## config.mk

```make
export PLATFORM = sky130hd
export DESIGN_NAME = clint_mc
export DESIGN_NICKNAME = d
export VERILOG_FILES = /design/src/rtl/clint_pkg.sv /design/src/rtl/clint_tick_gen.sv /design/src/rtl/clint_mc.sv
export SDC_FILE = /design/constraint.sdc
export NUM_CORES = 1
export LEC_CHECK = 0
export CORE_ASPECT_RATIO = 2
export CORE_UTILIZATION = 42
export CTS_BUF_LIST = sky130_fd_sc_hd__clkbuf_8
export CTS_CLUSTER_SIZE = 30
export DETAILED_ROUTE_END_ITERATION = 12
export DONT_BUFFER_PORTS = 1
export PLACE_DENSITY = 0.64
export SYNTH_ARGS = -nofsm -noshare
export SYNTH_HDL_FRONTEND = slang
export SYNTH_HIERARCHICAL = 1
export SYNTH_SLANG_ARGS = --single-unit
```

## constraint.sdc

```tcl
create_clock -name clk -period 5.14 [get_ports clk]
set_input_delay 1.028 -clock clk [delete_from_list [all_inputs] [get_ports clk]]
set_output_delay 1.028 -clock clk [all_outputs]
set_load 0.02 [all_outputs]
```

## src/rtl/clint_pkg.sv

```systemverilog
`default_nettype none
// +-------------------------------------------------------------------+
// | clint_pkg : register map bases and helpers shared by clint_mc     |
// | Revision  : 1.0                                                   |
// +-------------------------------------------------------------------+
package clint_pkg;

  localparam logic [15:0] MSIP_BASE     = 16'h0000;
  localparam logic [15:0] MTIMECMP_BASE = 16'h4000;
  localparam logic [15:0] MTIME_BASE    = 16'hBFF8;

  function automatic int hart_idx_w(input int n);
    return (n > 1) ? $clog2(n) : 1;
  endfunction

  function automatic logic [31:0] merge_bytes(input logic [31:0] old_val,
                                              input logic [31:0] new_val,
                                              input logic [3:0]  strb);
    logic [31:0] res;
    for (int i = 0; i < 4; i++) begin
      res[8*i +: 8] = strb[i] ? new_val[8*i +: 8] : old_val[8*i +: 8];
    end
    return res;
  endfunction

endpackage
`default_nettype wire

```

## src/rtl/clint_tick_gen.sv

```systemverilog
`default_nettype none
// +-------------------------------------------------------------------+
// | clint_tick_gen : mtime tick from synchronised rt_clk or prescaler |
// | Revision       : 1.0                                              |
// +-------------------------------------------------------------------+
module clint_tick_gen #(
  parameter int TICK_SRC    = 0,
  parameter int PRESCALE    = 1,
  parameter int SYNC_STAGES = 2
) (
  input  logic clk,
  input  logic reset,
  input  logic rt_clk,
  output logic tick
);

  generate
    if (TICK_SRC == 0) begin : g_sync
      logic [SYNC_STAGES-1:0] r_sync;
      logic                   r_prev;
      logic [31:0]            w_unused_presc;

      assign w_unused_presc = PRESCALE;

      always_ff @(posedge clk or negedge reset) begin
        if (!reset) begin
          r_sync <= '0;
          r_prev <= 1'b0;
        end else begin
          r_sync <= {r_sync[SYNC_STAGES-2:0], rt_clk};
          r_prev <= r_sync[SYNC_STAGES-1];
        end
      end

      assign tick = r_sync[SYNC_STAGES-1] & ~r_prev;
    end else begin : g_presc
      localparam int            CW   = (PRESCALE > 1) ? $clog2(PRESCALE) : 1;
      localparam logic [CW-1:0] LAST = CW'(PRESCALE - 1);

      logic [CW-1:0] r_cnt;
      logic          w_unused_rt;
      logic [31:0]   w_unused_stages;

      assign w_unused_rt     = rt_clk;
      assign w_unused_stages = SYNC_STAGES;
      assign tick            = (r_cnt == LAST);

      always_ff @(posedge clk or negedge reset) begin
        if (!reset) begin
          r_cnt <= '0;
        end else begin
          r_cnt <= tick ? '0 : r_cnt + 1'b1;
        end
      end
    end
  endgenerate

endmodule
`default_nettype wire

```

## src/rtl/clint_mc.sv

```systemverilog
`default_nettype none
// +-------------------------------------------------------------------+
// | clint_mc : multi-hart CLINT (mtime, mtimecmp/mtip, msip)          |
// | Revision : 1.0                                                    |
// +-------------------------------------------------------------------+
module clint_mc
  import clint_pkg::*;
#(
  parameter int ADDR_W      = 32,
  parameter int DATA_W      = 32,
  parameter int N_CORES     = 1,
  parameter int TICK_SRC    = 0,
  parameter int PRESCALE    = 1,
  parameter int SYNC_STAGES = 2,
  parameter int SNAPSHOT    = 1
) (
  input  logic                clk,
  input  logic                reset,
  input  logic                rt_clk,
  input  logic                valid,
  input  logic [ADDR_W-1:0]   address,
  input  logic [DATA_W-1:0]   wdata,
  input  logic [DATA_W/8-1:0] wstrb,
  output logic [DATA_W-1:0]   rdata,
  output logic                ready,
  output logic [N_CORES-1:0]  mtip,
  output logic [N_CORES-1:0]  msip
);

  localparam int HW = hart_idx_w(N_CORES);

  logic [63:0]        r_mtime;
  logic [63:0]        r_cmp [N_CORES];
  logic [N_CORES-1:0] r_msip;
  logic [N_CORES-1:0] r_mtip;
  logic [31:0]        r_shadow;

  logic [15:0]       w_addr;
  logic [15:0]       w_cmp_off;
  logic [11:0]       w_msip_h;
  logic [12:0]       w_cmp_h;
  logic [HW-1:0]     w_msip_idx;
  logic [HW-1:0]     w_cmp_idx;
  logic              w_msip_sel;
  logic              w_cmp_sel;
  logic              w_mtime_lo;
  logic              w_mtime_hi;
  logic              w_write;
  logic              w_wr;
  logic              w_rd_lo;
  logic              w_tick;
  logic [DATA_W-1:0] w_rd_val;
  logic              w_unused_bits;

  clint_tick_gen #(
    .TICK_SRC    (TICK_SRC),
    .PRESCALE    (PRESCALE),
    .SYNC_STAGES (SYNC_STAGES)
  ) u_tick (
    .clk    (clk),
    .reset  (reset),
    .rt_clk (rt_clk),
    .tick   (w_tick)
  );

  // Only address[15:2] selects a register; the rest is deliberately ignored.
  assign w_addr        = address[15:0];
  assign w_cmp_off     = w_addr - MTIMECMP_BASE;
  assign w_msip_h      = w_addr[13:2];
  assign w_cmp_h       = w_cmp_off[15:3];
  assign w_msip_idx    = w_msip_h[HW-1:0];
  assign w_cmp_idx     = w_cmp_h[HW-1:0];
  assign w_unused_bits = ^{address[ADDR_W-1:16], w_addr[1:0], w_cmp_off[2:0]};

  assign w_msip_sel = (w_addr[15:14] == MSIP_BASE[15:14]) &&
                      ({20'd0, w_msip_h} < 32'(N_CORES));
  assign w_cmp_sel  = (w_addr >= MTIMECMP_BASE) && (w_addr < MTIME_BASE) &&
                      ({19'd0, w_cmp_h} < 32'(N_CORES));
  assign w_mtime_lo = (w_addr[15:2] == MTIME_BASE[15:2]);
  assign w_mtime_hi = (w_addr[15:2] == MTIME_BASE[15:2] + 14'd1);

  assign w_write = |wstrb;
  assign w_wr    = valid & w_write;
  assign w_rd_lo = valid & ~w_write & w_mtime_lo;

  always_comb begin
    w_rd_val = '0;
    if (w_msip_sel) begin
      w_rd_val = {31'd0, r_msip[w_msip_idx]};
    end else if (w_cmp_sel) begin
      w_rd_val = w_addr[2] ? r_cmp[w_cmp_idx][63:32] : r_cmp[w_cmp_idx][31:0];
    end else if (w_mtime_lo) begin
      w_rd_val = r_mtime[31:0];
    end else if (w_mtime_hi) begin
      w_rd_val = (SNAPSHOT != 0) ? r_shadow : r_mtime[63:32];
    end
  end

  always_ff @(posedge clk or negedge reset) begin
    if (!reset) begin
      ready    <= 1'b0;
      rdata    <= '0;
      r_shadow <= '0;
    end else begin
      ready <= valid;
      if (valid) begin
        rdata <= w_write ? '0 : w_rd_val;
      end
      if (w_rd_lo) begin
        r_shadow <= r_mtime[63:32];
      end
    end
  end

  // A bus write to mtime takes priority over a coincident tick.
  always_ff @(posedge clk or negedge reset) begin
    if (!reset) begin
      r_mtime <= '0;
    end else if (w_wr && w_mtime_lo) begin
      r_mtime <= {r_mtime[63:32], merge_bytes(r_mtime[31:0], wdata, wstrb)};
    end else if (w_wr && w_mtime_hi) begin
      r_mtime <= {merge_bytes(r_mtime[63:32], wdata, wstrb), r_mtime[31:0]};
    end else if (w_tick) begin
      r_mtime <= r_mtime + 64'd1;
    end
  end

  always_ff @(posedge clk or negedge reset) begin
    if (!reset) begin
      for (int i = 0; i < N_CORES; i++) begin
        r_cmp[i] <= '1;
      end
    end else if (w_wr && w_cmp_sel) begin
      if (w_addr[2]) begin
        r_cmp[w_cmp_idx][63:32] <= merge_bytes(r_cmp[w_cmp_idx][63:32], wdata, wstrb);
      end else begin
        r_cmp[w_cmp_idx][31:0] <= merge_bytes(r_cmp[w_cmp_idx][31:0], wdata, wstrb);
      end
    end
  end

  always_ff @(posedge clk or negedge reset) begin
    if (!reset) begin
      r_msip <= '0;
    end else if (w_wr && w_msip_sel && wstrb[0]) begin
      r_msip[w_msip_idx] <= wdata[0];
    end
  end

  always_ff @(posedge clk or negedge reset) begin
    if (!reset) begin
      r_mtip <= '0;
    end else begin
      for (int i = 0; i < N_CORES; i++) begin
        r_mtip[i] <= (r_mtime >= r_cmp[i]);
      end
    end
  end

  assign mtip = r_mtip;
  assign msip = r_msip;

endmodule
`default_nettype wire

```

* Yosys cells after proc, flatten, opt, wreduce, memory -nomap -nowiden
Cells that the tools add are included.
** Word-level totals
- Bits in writable memories :: 0
- Register bits :: 198
- Output and inout bits :: 35
- Input port bits :: 72
- Memory bits (read-only) :: 0
- Logic and storage cells :: 97
- Memories :: 0
- Bits in latches :: 0
** Operators by class
- Div/mod/pow operators :: 0
- Bitwise logic cells :: 7
- Shifts and indexed selects :: 0
- Multiplexer cells :: 30
- Reductions and logical operators :: 22
- Equal/unequal tests :: 11
- Multipliers :: 0
- Add/subtract/negate cells :: 2
- Magnitude comparators :: 9
** Operators with widths (count)
- $mux W64 :: 5
- $mux W32 :: 8
- $bwmux W64 :: 2
- $mux W8 :: 12
- $add A64 B1 Y64 const B :: 1
- $ge A64 B64 Y1 :: 1
- $eq A14 B14 Y1 const B :: 2
- $reduce_and A3 Y1 :: 8
- $ne A2 B2 Y1 const B :: 9
- $ge A16 B15 Y1 const B :: 1
- $lt A16 B16 Y1 const B :: 1
- $sub A16 B15 Y16 const B :: 1
- $lt A13 B1 Y1 const B :: 1
- $lt A12 B1 Y1 const B :: 1
- $logic_and A1 B1 Y1 :: 10
- $and A1 B1 Y1 :: 4
- $reduce_bool A2 Y1 :: 2
- $reduce_or A4 Y1 :: 1
- $not A1 Y1 :: 3
- $ge A1 B1 Y1 const B :: 2
- $logic_not A2 Y1 :: 1
- $lt A1 B1 Y1 const B :: 2
- $mux W1 :: 2
- $bwmux W1 :: 1

* Depth between registers and ports, before layout
- Depth after elaboration :: 7
- Depth in mapped cells :: 9
- Depth with buffers taken out :: 8

* Modules after synthesis
Netlist, hierarchy kept.
** By module, submodules not included
- clint_mc :: cells an instance 1263, area each 11969.0 um^2, instances 1, sequential area each 4959.8 um^2
- clint_tick_gen :: cells an instance 4, area each 88.8 um^2, instances 1, sequential area each 75.1 um^2

* Worst setup path after synthesis
Ideal clock, no wire load.
- Path kind :: input port to flip-flop
- Start :: in wstrb[1]
- End :: reg r_mtime[36]
- Arrival time :: 2.794 ns
- Stages :: 9
- Library setup time :: 0.121 ns
- Buffers on the path :: 3
- Slack :: 2.225 ns
- Cell sequence :: clkbuf_1 -> nor4_2 -> nor2_1 -> and3_1 -> clkbuf_1 -> a21oi_1 -> buf_2 -> nor2_1 -> o22a_1
** On the way
- Longest elaborated chain between the ends :: 5
- Elaborated cells between the ends (all ways) :: 9
** RTL lines
- start, declared :: RTL line clint_mc.sv:23 : input logic [DATA_W/8-1:0] wstrb,
- $reduce_or A4 Y1 * :: RTL line clint_mc.sv:82 : assign w_write = |wstrb;
- $and A1 B1 Y1 * :: RTL line clint_mc.sv:83 : assign w_wr = valid & w_write;
- $logic_and A1 B1 Y1 (on tied branches) :: RTL line clint_mc.sv:121, clint_mc.sv:119
- $ne A2 B2 Y1 (no source line) (tied with other cells)
- $reduce_and A3 Y1 (no source line)
- end signal, assigned :: RTL line clint_mc.sv:120 : r_mtime <= {r_mtime[63:32], merge_bytes(r_mtime[31:0], wdata, wstrb)};
- end signal, assigned :: RTL line clint_mc.sv:122 : r_mtime <= {merge_bytes(r_mtime[63:32], wdata, wstrb), r_mtime[31:0]};
- end signal, assigned :: RTL line clint_mc.sv:124 : r_mtime <= r_mtime + 64'd1;
- end, declared :: RTL line clint_mc.sv:32 : logic [63:0] r_mtime;
Every way passes the cells marked *; elsewhere a longest branch is shown, timed or not. The select of a mux whose other input is x is not followed.
A chain may end at the register's enable or synchronous reset.

* Final worst setup path
- Start :: in address[15]
- End :: reg r_mtime[35]
** On the way
- Longest elaborated chain between the ends :: 4
- Elaborated cells between the ends (all ways) :: 9
** RTL lines
- start, declared :: RTL line clint_mc.sv:21 : input logic [ADDR_W-1:0] address,
- $eq A14 B14 Y1 (on tied branches) :: RTL line clint_mc.sv:80, clint_mc.sv:79
- $logic_and A1 B1 Y1 (on tied branches) :: RTL line clint_mc.sv:121, clint_mc.sv:119
- $ne A2 B2 Y1 (no source line) (tied with other cells)
- $reduce_and A3 Y1 (no source line)
Parallel ways exist; a longest one is shown, timed or not. The select of a mux whose other input is x is not followed.

==> impl_results.md <==
- MaxCap Viol Count: 0
- Antenna violations before repair: 1
- Largest net degree at the start of global routing: 199
- CTS tree: done
- Nets: 1,368
- Tmin final: 3260 ps
- Synth Instances: 1,267
- Worst Max-Slew Pin Slew: 1180 ps
- Compound-gate portion of the synthesized area: 17.9%
- Post-synth top area share: 27.8%
- Crit-path max FO: 21
- Clock Latency Late Sink: 510 ps
- Post-synthesis mux area share: 12.1%
- R2R Setup Slk: 2010 ps
- PortBufs: 0
- Post-synth top flop: dfrtp_1
- Die W: 122 microns
- Crit share post-route: 63.4%
- Final Max Tran Viols: 0
- Max Root-Sink Buffers: 2
- Fin worst setup slack: 1880 ps
- DRC violations left: 0
- Detailed Route WL: 39,800 microns
- Starting Density: 42.8%
- Yosys warning count: 6
- Yosys cell types: 77
- Setup bufs post-CTS: 0
- Max-slew headroom: 20.9%
- RSZ-0062 raised after global routing: no
- Mapped Area: 12,100 sq um
- Min-delay worst type: in2async
- Sequential element share of the synthesized area: 41.8%
- Total chip power: 2.82 mW
- Fin Setup TNS: 0 ps
- Clock root buffer: clkbuf_8
- FF-to-FF Start: r_mtime[10]$_DFFE_PN0P_
- Hold-fix buffers, CTS: 0
- Endpoints failing setup: 0
- Peak supply drop: 148 uV
- HPWL after detailed placement: 28,700 microns
- Die height: 242 microns
- Dpl ws: 1430 ps
- End of the worst register-to-register path: r_mtime[61]$_DFFE_PN0P_
- Clock sinks: 198
- Post-Synth Simple-Gate Area: 16.7%
- Vias in the first global route: 10,200
- Pleak: 5.14 nW
- Mean Syn Cell Area: 9.52 sq um
- DRT Pass-1 Iters: 7
- Hold WS: 216 ps
- WL/cell: 24.8 microns
- Clock transition at path regs: 100 ps
- Drt initial violations: 846
- F_max: 307 MHz
- Routed Antenna Nets: 0
- Status: complete, no violations
- Synthesized flop and latch total: 198
- Ys async rst share: 100%
- Num CTS Buffers: 17
- Area grow syn2layout: 5.33%
- Post-synth EDFFs: 0
- First-pass GRT wire length: 61,000 microns
- Full die area: 29,400 sq um
- Yosys top cell by area: dfrtp_1
- Crit path launch type: input pin
- Syn_nets: 1,404
- Via count: 10,200
- Clock skew: 14.9 ps
- PwrDens: 222 nW/um^2
- Worst EP arrival: 3660 ps
- Global route total overflow: 0
- Post-Synth XOR/XNOR Area: 0%
- Total GRT Usage: 28.0%
- Adder-Cell Fraction of Synth Area: 6.74%
- Gpl congestion: 0.953
- IO Pins: 107
- Ranking of synthesized cells by area: dfrtp_1 28%, dfstp_2 14%, ha_1 6.7%, mux2_2 6.2%, mux2i_1 5.3%
- Final hold viol count: 0
- CP Capture Type: flop
- Row cnt: 87
- Worst Path Required: 5540 ps
- Worst Reg-to-Reg Cells: 6
- Post-CTS sizing: 0
- CP Class: in2reg
- H-tree depth: 4
- Drt via density: 6.38
- Share of cells above drive strength 1: 15.8%
- Core ar.: 28,200 sq um
- Largest family of logic cells by synthesized area: compound AO/OA/AOI/OAI gates
[per-stage QoR]
stage | cell area, sq um | std cells | utilization, %
after floorplan | 12100 | 1267 | -
after global placement | 12300 | 1568 | 43.7
after detailed placement | 12300 | 1568 | 43.7
after CTS | 12700 | 1600 | 45.0
after global routing | 12700 | 1601 | 45.0
final | 12700 | 1602 | 45.0
[routing by layer]
| layer | part of all wire (%) | up-vias | global-route usage [%] |
|---|---|---|---|
| li1 | - | 4646 | - |
| met1 | 35 | 5085 | 29.5 |
| met2 | 53 | 363 | 48.4 |
| met3 | 4.5 | 131 | 4.88 |
| met4 | 7.8 | 0 | 21.1 |
| met5 | 0 | - | 0 |
[where the power goes]
group	internal, mW	leakage [nW]	switching [mW]
clock network	0.413	0.200	0.580
logic	0.0737	2.44	0.117
registers	1.58	2.49	0.0528
[registers in the layout (all words and copies together) (netlist names)]
signal / cells
r_cmp: 64
r_mtime: 64
r_shadow: 32
rdata: 32
u_tick/g_sync.r_sync: 2
msip: 1
mtip: 1
ready: 1
u_tick/g_sync.r_prev: 1
[worst max-delay path: stages]
cell and delay (ps):
nand4_1 240, or4_1 690, o21a_1 620, a21oi_1 530, buf_4 270, a21oi_1 60, o22a_1 220
[placed cells by master (no fill, tap or decap), types with 5 or more instances in the layout]
master	instances
dfrtp_1	134
nand2_1	126
inv_1	76
o21ai_0	70
a21oi_1	69
nor2_1	66
mux2_2	66
ha_1	65
mux2i_1	64
dfstp_2	64
o22ai_1	44
nand3_1	42
nand4_1	37
a22o_1	33
nor3_1	31
o22a_1	22
clkbuf_8	20
a31oi_1	19
nor4_1	17
and3_1	16
buf_4	13
or3_1	9
a21o_1	8
nand2b_1	7
and4_1	7
a2bb2oi_1	7
mux2_1	7
a211oi_1	6
nor2b_1	6
o21a_1	6
o31ai_1	5
[layout make-up]
cell class	instances	area, sq um
flip-flops and latches	198	5030
inverters	74	278
multi-input cells	927	6480
diodes	2	5.00
well taps	356	445
clock inverters	12	88.8
clock buffers	20	275
repair buffers	13	97.6
fillers	2713	15500
[cells by family after synthesis]
group / count (synthesis)
simple gates: 396
mux: 137
flops: 198
fa+ha+maj: 65
buf+inv: 142
compound gates: 329
[cell usage after synthesis, types with 3 or more instances]
cell type	count
mux2i_1	64
nor2_1	67
o31ai_1	5
mux2_1	7
and4_1	7
o22ai_1	44
o21a_1	6
dfrtp_1	134
nand2b_1	7
or3_1	9
buf_1	9
a22o_1	33
a211oi_1	6
ha_1	65
dfstp_2	64
nor4_2	3
o22a_1	22
a2bb2oi_1	7
a31oi_1	19
o21ai_0	70
nor4_1	17
a21o_1	8
and3_1	16
or2_2	4
nand3_1	43
nor2b_1	6
a21oi_1	69
nand2_1	126
o211ai_1	4
mux2_2	66
nand4_1	37
clkbuf_1	44
o32ai_1	3
or4_1	3
buf_2	11
a311oi_1	3
a221o_1	3
a2111oi_0	3
inv_1	72
nor3_1	33
[worst max path at each step]
stage	from	slack, ps	to
6_report	address[15]	1880	r_mtime[35]$_DFFE_PN0P_
5_1_grt	address[15]	1790	r_mtime[35]$_DFFE_PN0P_
4_1_cts	address[15]	1980	r_mtime[37]$_DFFE_PN0P_
3_5_place_dp	address[9]	1430	r_cmp[41]$_DFFE_PN1P_
3_3_place_gp	address[15]	1440	r_mtime[35]$_DFFE_PN0P_
2_1_floorplan	wstrb[1]	2220	r_mtime[36]$_DFFE_PN0P_
Note: power is estimated with default switching activity, not from simulation.
